===== src/rtl/rr_lock_arbiter.sv =====
// rr_lock_arbiter: registered N-way arbiter with a fixed-priority or
// round-robin mode chosen at elaboration and a per-owner lock with a
// bounded hold limit.
//
// The winner search has no variable bit indexing. The request vector is
// rotated right by ptr, so the highest-priority requester lands in bit 0.
// A prefix-OR chain then isolates the first set bit. That one-hot is
// rotated back left by ptr to give the grant in the original bit order.
// Fixed-priority mode is the same datapath with ptr held at 0.
module rr_lock_arbiter #(
    parameter int N        = 4,
    parameter int RR_MODE  = 1,
    parameter int MAX_HOLD = 4,
    parameter int IDW      = (N > 1) ? $clog2(N) : 1
) (
    input  logic           clk,
    input  logic           rst,
    input  logic [N-1:0]   req,
    input  logic [N-1:0]   lock,
    output logic [N-1:0]   gnt,
    output logic           gnt_valid,
    output logic [IDW-1:0] gnt_id
);

    // The hold counter only needs to reach MAX_HOLD-1.
    localparam int HCW = (MAX_HOLD > 1) ? $clog2(MAX_HOLD) : 1;
    localparam logic [HCW-1:0] HOLD_LAST = HCW'((MAX_HOLD > 1) ? (MAX_HOLD - 1) : 0);
    localparam logic [IDW-1:0] LAST_ID   = IDW'(N - 1);

    logic [N-1:0]   gnt_q, gnt_d;
    logic           gnt_valid_q, gnt_valid_d;
    logic [IDW-1:0] gnt_id_q, gnt_id_d;
    logic [IDW-1:0] ptr_q, ptr_d;
    logic [HCW-1:0] hold_cnt_q, hold_cnt_d;

    logic [N-1:0]   rot_req;          // req rotated so that ptr sits at bit 0
    logic [N:0]     seen;             // prefix OR of rot_req
    logic [N-1:0]   rot_oh;           // first requester, in the rotated frame
    logic [N-1:0]   win_gnt;          // winner one-hot, in the original frame
    logic [IDW-1:0] id_acc [N+1];     // running encoder of win_gnt
    logic [IDW-1:0] win_id;
    logic           any_req;
    logic           owner_req;
    logic           owner_lock;
    logic           hold_ok;

    assign rot_req = N'({req, req} >> ptr_q);
    assign seen[0] = 1'b0;
    assign id_acc[0] = '0;

    genvar gi;
    generate
        for (gi = 0; gi < N; gi++) begin : g_scan
            assign seen[gi+1]   = seen[gi] | rot_req[gi];
            assign rot_oh[gi]   = rot_req[gi] & ~seen[gi];
            assign id_acc[gi+1] = id_acc[gi] | (win_gnt[gi] ? IDW'(gi) : '0);
        end
    endgenerate

    assign any_req = seen[N];
    assign win_gnt = N'(({rot_oh, rot_oh} << ptr_q) >> N);
    assign win_id  = id_acc[N];

    // The owner's req and lock are picked out by masking with the one-hot grant.
    always_comb begin
        owner_req  = |(req & gnt_q);
        owner_lock = |(lock & gnt_q);
        hold_ok    = gnt_valid_q && owner_req && owner_lock &&
                     ((MAX_HOLD == 0) || (hold_cnt_q < HOLD_LAST));
    end

    // Next-state selection: keep the held grant, arbitrate, or go idle.
    always_comb begin
        gnt_d       = gnt_q;
        gnt_valid_d = gnt_valid_q;
        gnt_id_d    = gnt_id_q;
        ptr_d       = ptr_q;
        hold_cnt_d  = hold_cnt_q;
        if (hold_ok) begin
            // With no hold limit the counter is never compared, so it stays put.
            if (MAX_HOLD != 0) begin
                hold_cnt_d = hold_cnt_q + HCW'(1);
            end
        end else if (any_req) begin
            gnt_d       = win_gnt;
            gnt_valid_d = 1'b1;
            gnt_id_d    = win_id;
            hold_cnt_d  = '0;
            if (RR_MODE != 0) begin
                ptr_d = (win_id == LAST_ID) ? '0 : win_id + IDW'(1);
            end
        end else begin
            gnt_d       = '0;
            gnt_valid_d = 1'b0;
            gnt_id_d    = '0;
            hold_cnt_d  = '0;
        end
    end

    // State register. Reset overrides any hold that is in progress.
    always_ff @(posedge clk) begin
        if (rst) begin
            gnt_q       <= '0;
            gnt_valid_q <= 1'b0;
            gnt_id_q    <= '0;
            ptr_q       <= '0;
            hold_cnt_q  <= '0;
        end else begin
            gnt_q       <= gnt_d;
            gnt_valid_q <= gnt_valid_d;
            gnt_id_q    <= gnt_id_d;
            ptr_q       <= ptr_d;
            hold_cnt_q  <= hold_cnt_d;
        end
    end

    assign gnt       = gnt_q;
    assign gnt_valid = gnt_valid_q;
    assign gnt_id    = gnt_id_q;

endmodule


===== config.mk =====
export PLATFORM = sky130hd
export DESIGN_NAME = rr_lock_arbiter
export DESIGN_NICKNAME = d
export VERILOG_FILES = /design/src/rtl/rr_lock_arbiter.sv
export SDC_FILE = /design/constraint.sdc
export NUM_CORES = 1
export LEC_CHECK = 0
export ABC_AREA = 0
export BUFFER_PORTS_ARGS = -buffer_cell sky130_fd_sc_hd__clkbuf_2
export CAP_MARGIN = 5
export CORE_MARGIN = 1
export CORE_UTILIZATION = 45
export DETAILED_ROUTE_END_ITERATION = 12
export MAX_ROUTING_LAYER = met4
export PLACE_DENSITY = 0.7
export SETUP_SLACK_MARGIN = 0.1
export SLEW_MARGIN = 40
export SYNTH_ARGS = -nofsm -noshare
export SYNTH_HDL_FRONTEND = slang
export SYNTH_SLANG_ARGS = --single-unit
export TNS_END_PERCENT = 10

===== constraint.sdc =====
create_clock -name clk -period 2.2 [get_ports clk]
set_clock_uncertainty 0.1 [all_clocks]
set_input_delay 0.44 -clock clk [delete_from_list [all_inputs] [get_ports clk]]
set_output_delay 0.44 -clock clk [all_outputs]
set_load 0.02 [all_outputs]

==> qor.csv, run 1 <==
stage;metric;value;unit
worst_setup_path;crit_path_start_kind;flop;
worst_setup_path;worst_ep_required_time;2.30;ns
cells_and_area;layout-drive-gt1-share;28.7;%
worst_setup_path;cpPeakStageDelay;0.54;ns
yosys;yosys-top-cells-area;dfxtp_1, mux2i_1, buf_6;
global_routing;grt_pass1_wl;1880;um
floorplanning;coreArea;1330;um^2
sta;fmax;618;MHz
global_routing;antenna_found_initial;0;
place;gp_congestion;0.770;
yosys;ys_seq_area_share;33.3;%
floorplanning;die_w;40.3;um
detailed_routing;via_per_inst;5.68;
place;dp_cells;98;
sta;period_minus_slack;1.62;ns
worst_setup_path;slowest_stage;dfxtp_1;
cts;cts_made_buffers;3;
worst_setup_path;reg2reg_slack;0.58;ns
worst_setup_path;arrival;1.72;ns
worst_setup_path;path_max_fanout;9;
detailed_routing;ant_nets;0;
yosys;async_reset_ff_share;0;%
run_status;status;completed;
global_routing;grt_max_degree;13;
worst_setup_path;cp_top_family;compound AO/OA/AOI/OAI gates;
worst_hold_path;min_path_type;reg -> reg;
job;maxCapViolCount;0;
yosys;netlist_instances;74;
cts;clock_latency;0.26;ns
worst_hold_path;hold_path.startpoint;hold_cnt_q[0];
global_routing;grt_pass1_vias;438;
worst_setup_path;reg2reg_depth;5;
floorplanning;num_rows;13;
yosys;yosys.area.top_type;dfxtp_1;
sta;setup_tns;0;ns
worst_setup_path;worstSetupPathType;reg -> reg;
detailed_routing;dr.pass1.iters;4;
cts;clkTransAtPathRegs;0.07;ns
detailed_routing;wl_per_cell;12.2;um
yosys;syn_nets;85;
floorplanning;ioPinCount;17;
yosys;ys_ff_latch;11;
place;port_buffers;16;
worst_hold_path;hold_end;hold_cnt_q[0];
cells_and_area;num_antenna_cells;0;
cts;tritoncts;yes;
yosys;synth_top_area_share;33.3;%
cells_and_area;instances_no_fill;102;
sta;finalCritPeriodShare;73.6;%
sta;finalHoldViolations;0;
worst_setup_path;path_cells;mux2i_1 > nor2_1 > a311oi_2 > o2111ai_1 > a21oi_1;
floorplanning;initial_utilization;49.5;%
yosys;synth_cell_types;28;
worst_setup_path;rr_startpoint;ptr_q[1];
place;pre_cts_ws;0.541;ns
cells_and_area;nets;99;
cells_and_area;nFillCells;135;
yosys;synthFlopType;dfxtp_1;
sta;maxSlewViolCount;0;
cts;clock_sinks;11;
cts;ctsResizeCount;0;
yosys;synth-edff-count;0;
cts;clock-root-buffer;clkbuf_4;
cts;clk_path_buf_depth;2;
sta;setup-violations-final;0;
worst_setup_path;cp-end-kind;flop;
place;hpwl;913;um
pwr;leakage;0.340;nW
detailed_routing;drt_iter0_drc;13;
global_routing;grt_overflow_total;0;
detailed_routing;vias;579;
cts;h-tree-depth;1;
cells_and_area;areaGrowthSynthToFinish;7.95;%
floorplanning;die_h;40.3;um
pwr;power.density;683;nW/um^2
sta;maxSlewHeadroom;75.7;%
yosys;syn_avg_cell_area;8.93;um^2
pwr;vdd_drop_max;0.368;mV
sta;worst_slew_pin_slew;0.364;ns
yosys;netlist_area;661;um^2
yosys;ys_warn_count;0;
cts;post_cts_buffers;0;
worst_setup_path;reg2reg_to;ptr_q[1];
worst_hold_path;hold_depth;1;
global_routing;grt_usage;18.1;%
floorplanning;die_area;1630;um^2
worst_setup_path;path_buf_inv;0;
detailed_routing;remaining_drc_errors;0;
cts;ctsHoldBuffers;0;
sta;worst_slack;0.582;ns
sta;rsz0062_at_grt;no;
detailed_routing;drt-total-wl;1240;um
[synth_stat cells (2+ instances only)]
cell type / count
a22oi_1: 4
nand2_1: 3
buf_6: 5
a21oi_1: 9
o221a_2: 2
nand2b_1: 3
nor2_1: 11
mux2i_1: 6
dfxtp_1: 11
inv_1: 2
[layout by cell type (no fill, tap or decap), drive strengths merged, types with 2 or more instances in the layout]
cell type,n
nand2b,3
a22oi,4
clkbuf,20
nand2,3
inv,3
nand3,2
mux2i,6
nor2,11
a21oi,9
dfxtp,11
o221a,2
[stage by stage]
stage	power, mW	hold WS (ns)	util [%]	cell area [um^2]
after floorplan	0.342	0.307	-	661
final	0.487	0.334	53.5	713
after detailed placement	0.359	0.328	51.5	687
after global routing	0.519	0.356	53.5	713
after CTS	0.492	0.338	53.5	713
after global placement	0.358	0.328	51.5	687
[kinds of logic after synthesis]
| group | after synthesis | share of synthesized area [%] |
|---|---|---|
| AO/OA/AOI/OAI | 23 | 26.1 |
| AND/OR/NAND/NOR | 23 | 16.9 |
| flip-flops | 11 | 33.3 |
| buffers and inverters | 10 | 12.7 |
| multiplexers | 6 | 9.09 |
| adder cells (fa/ha/maj) | 1 | 1.89 |
[layout make-up]
| cell class | count | area (um^2) | area share [%] |
|---|---|---|---|
| Inverter | 3 | 11.3 | 1.58 |
| Multi-Input combinational cell | 53 | 357 | 50.0 |
| Tap cell | 15 | 18.8 | 2.63 |
| Timing Repair Buffer | 16 | 80.1 | 11.2 |
| Clock buffer | 4 | 26.3 | 3.68 |
| Sequential cell | 11 | 220 | 30.9 |
[worst max-delay path by stage]
stage             start   endpoint  slack [ns]  cells after the start
3_5_place_dp     req[2]     gnt[3]        0.54                      6
5_1_grt        ptr_q[1]   ptr_q[1]        0.44                      5
2_1_floorplan    req[2]  gnt_id[0]        0.72                      7
6_report       ptr_q[1]   ptr_q[1]        0.58                      5
4_1_cts        ptr_q[1]   ptr_q[1]        0.58                      5
3_3_place_gp     req[2]     gnt[3]        0.59                      6
[per-layer routing]
layer / up-vias / global-route usage [%] / wire, um
met5: - / - / 0
met4: 0 / 10.0 / 6
met3: 2 / 1.67 / 68
met2: 19 / 25.0 / 551
met1: 264 / 25.5 / 617
li1: 294 / - / -
[worst register-to-register path, stage by stage (launching register included)]
cell       delay, ns
dfxtp_1         0.54
mux2i_1         0.23
nor2_1          0.06
a311oi_2        0.35
o2111ai_1       0.14
a21oi_1         0.13
[registers in the layout (all words and copies together) (netlist names)]
register	flops
ptr_q	2
gnt_id	2
hold_cnt_q	2
gnt_valid	1
gnt	4
[where the power goes]
| part | switching (mW) | leakage, nW | internal [mW] |
|---|---|---|---|
| combinational | 0.0674 | 0.235 | 0.0506 |
| clock | 0.0614 | 0.0150 | 0.0701 |
| sequential | 0.0224 | 0.0906 | 0.215 |
| total | 0.151 | 0.340 | 0.336 |
Note: power is estimated with default switching activity, not from simulation.
==> inputs of run 2 (changes only) <==
--- a/config.mk
+++ b/config.mk
@@ -12,7 +12,7 @@
 export CORE_UTILIZATION = 45
 export DETAILED_ROUTE_END_ITERATION = 12
 export MAX_ROUTING_LAYER = met4
-export PLACE_DENSITY = 0.7
+export PLACE_DENSITY = 0.72
 export SETUP_SLACK_MARGIN = 0.1
 export SLEW_MARGIN = 40
 export SYNTH_ARGS = -nofsm -noshare
==> constraint.sdc (replaced) <==
create_clock -name clk -period 1.3 [get_ports clk]
set_clock_uncertainty 0.1 [all_clocks]
set_input_delay 0.26 -clock clk [delete_from_list [all_inputs] [get_ports clk]]
set_output_delay 0.26 -clock clk [all_outputs]
set_load 0.02 [all_outputs]
==> run 2 against run 1 <==
Compared with the run above:
- the flow now finishes with violations (setup timing)
- final cell count up 15%
- highest routed layer unchanged
- sequential share of layout area down 5.5 points
- count of clock-buffer cells in the layout unchanged
- register-to-register slack worse by 0.66 ns
- combinational power rose to 2.6 times the previous value
- worst hold slack worse by 0.12 ns
- total power up 90%
- routed wire length up 21%
- critical endpoint is now gnt_id[1]
- first-iteration DRC count up 38%
- core utilization up 15 points
==> qor.csv, run 2 (synthesis gave the netlist of run 1 again) <==
stage;metric;value;unit;change
worst_setup_path;path_max_fanout;5;;-4
detailed_routing;drt_iter0_drc;18;;+5
pwr;p_comb_share;33.1;%;+8.9 points
worst_setup_path;crit_path_start_kind;flop;;
worst_setup_path;cpPeakStageDelay;0.37;ns;-0.17 ns
cells_and_area;final_common_cell;clkbuf_2;;
sta;period_minus_slack;1.38;ns;-0.241 ns
pwr;power.total;0.928;mW;+90%
detailed_routing;remaining_drc_errors;0;;unchanged
global_routing;antenna_found_initial;0;;unchanged
detailed_routing;dr.pass1.iters;4;;unchanged
pwr;power.density;1010;nW/um^2;+48%
detailed_routing;via_per_inst;5.74;;+1.0%
detailed_routing;drt-total-wl;1510;um;+21%
worst_setup_path;slowest_stage;dfxtp_4;;
cells_and_area;multi_input_comb_area;415;um^2;+16%
pwr;intPower;0.641;mW;+91%
global_routing;grt_pass1_wl;2230;um;+18%
floorplanning;ioPinCount;17;;unchanged
worst_setup_path;path_common_cell;buf_4;;
cts;cts_made_buffers;3;;unchanged
floorplanning;die_h;40.3;um;unchanged
sta;rsz0062_at_grt;yes;;
cts;clk_path_buf_depth;2;;unchanged
global_routing;grt_max_degree;13;;unchanged
worst_setup_path;cp-end-kind;flop;;
run_status;status;finished with violations;;
cts;clock_sinks;11;;unchanged
run_status;violations;setup timing;;
floorplanning;coreArea;1330;um^2;unchanged
cells_and_area;register_area;233;um^2;+5.7%
sta;finalHoldViolations;0;;unchanged
sta;finalCritPeriodShare;106;%;+32 points
cts;clock_latency;0.25;ns;about the same
global_routing;grt_usage;20.9;%;+2.9 points
pwr;netSwitchingFraction;30.9;%;-0.13 points
cells_and_area;layout-drive-gt1-share;53.9;%;+25 points
floorplanning;num_rows;13;;unchanged
cts;tritoncts;yes;;
floorplanning;die_area;1630;um^2;unchanged
cts;clock-root-buffer;clkbuf_4;;
place;hpwl;1040;um;+14%
worst_setup_path;worstSetupPathType;reg -> reg;;
sta;fmax;726;MHz;+17%
global_routing;grt_pass1_vias;507;;+16%
sta;maxSlewViolCount;0;;unchanged
pwr;power_frac_clock;23.7;%;-3.3 points
sta;worst_slew_pin_slew;0.281;ns;-0.0834 ns
cts;clkTransAtPathRegs;0.06;ns;about the same
job;maxCapViolCount;0;;unchanged
cells_and_area;layout_common_cells;clkbuf_2, buf_4, nor2_1;;
global_routing;grt_overflow_total;0;;unchanged
place;port_buffers;16;;unchanged
worst_setup_path;arrival;1.46;ns;-0.26 ns
pwr;p_switching;0.287;mW;+90%
cells_and_area;largest_register_ffs;4;;unchanged
detailed_routing;ant_nets;0;;unchanged
place;gp_congestion;0.835;;+8.5%
cells_and_area;fin_util;68.8;%;+15 points
cells_and_area;num_antenna_cells;0;;unchanged
detailed_routing;vias;671;;+16%
sta;worst_slack;-0.0775;ns;-0.659 ns
pwr;leakage;0.426;nW;+25%
sta;setup-violations-final;6;;+6
cells_and_area;nFillCells;111;;-18%
detailed_routing;wl_per_cell;12.9;um;+5.8%
pwr;vdd_drop_max;0.624;mV;+69%
pwr;p_seq_share;43.2;%;-5.6 points
cells_and_area;areaGrowthSynthToFinish;38.8;%;
floorplanning;initial_utilization;49.5;%;unchanged
cells_and_area;nets;114;;+15%
sta;maxSlewHeadroom;81.3;%;+5.6 points
worst_setup_path;path_cells;buf_4 > nor2_1 > o32ai_2 > buf_4 > o21ai_1 > mux2i_1;;
cts;h-tree-depth;1;;unchanged
worst_setup_path;worst_ep_required_time;1.39;ns;-0.91 ns
floorplanning;die_w;40.3;um;unchanged
worst_hold_path;min_path_type;in -> reg;;
[run 2: cell count changes in the layout (fill, tap and decap cells not counted), moves of 3 or more]
cell / before / now
buf_4: 0 / 12
dfxtp_1: 11 / 5
a22oi_2: 0 / 3
dfxtp_2: 0 / 4
a22oi_1: 4 / 1
[run 2: worst max-delay path, delay by kind of cell (launching register included)]
family	cells	cell delay, ns
multiplexers	1	0.13
AO/OA/AOI/OAI	2	0.37
AND/OR/NAND/NOR	1	0.04
flip-flops	1	0.37
buffers and inverters	2	0.30
[run 2: power groups by stage]
stage	logic (mW)	clock network (mW)	registers, mW
after floorplan	0.170	0	0.412
after global placement	0.247	0	0.404
after detailed placement	0.250	0	0.405
after CTS	0.274	0.226	0.400
after global routing	0.334	0.246	0.405
final	0.307	0.219	0.401
[run 2: layout make-up]
| cell class | count | share of cell area (%) |
|---|---|---|
| Tap cell | 15 | 2.05 |
| Timing Repair Buffer | 30 | 23.2 |
| Multi-Input combinational cell | 54 | 45.3 |
| Inverter | 3 | 1.23 |
| Sequential cell | 11 | 25.4 |
| Clock buffer | 4 | 2.86 |
[run 2: worst paths after layout]
check             cells past startpoint  slack, ns            end     startpoint
setup reg to reg                      6      -0.08      gnt_id[1]       ptr_q[1]
setup / recovery                      6      -0.08      gnt_id[1]       ptr_q[1]
hold / removal                        2       0.21       ptr_q[1]            rst
hold reg to reg                       1       0.34  hold_cnt_q[0]  hold_cnt_q[0]
[run 2: routing by layer]
layer	vias to the layer above	wire, um	track usage [%]
li1	328	-	-
met1	314	689	28.6
met2	27	720	31.0
met3	2	94	5.00
met4	0	6	5.00
met5	-	0	-
[run 2: repair_timing]
action | in CTS | in global routing
hold buffers | 0 | 0
endpoints found under the setup margin | 12 | 12
gates resized for setup | 9 | 11
buffers inserted | 1 | 2
gates cloned | 0 | 1
pin swaps | 4 | 5
[run 2: per-stage QoR]
step                      setup TNS, ns  cells  hold slack [ns]  instance area, um^2  setup slack (ns)
after CTS                        -0.320    114            0.200                  853           -0.0832
after floorplan                       0     74            0.240                  671            0.0111
after global placement           -0.786    109            0.317                  779            -0.114
after global routing             -0.735    117            0.226                  917            -0.122
final                            -0.215    117            0.211                  917           -0.0775
after detailed placement          -1.09    109            0.333                  779            -0.156
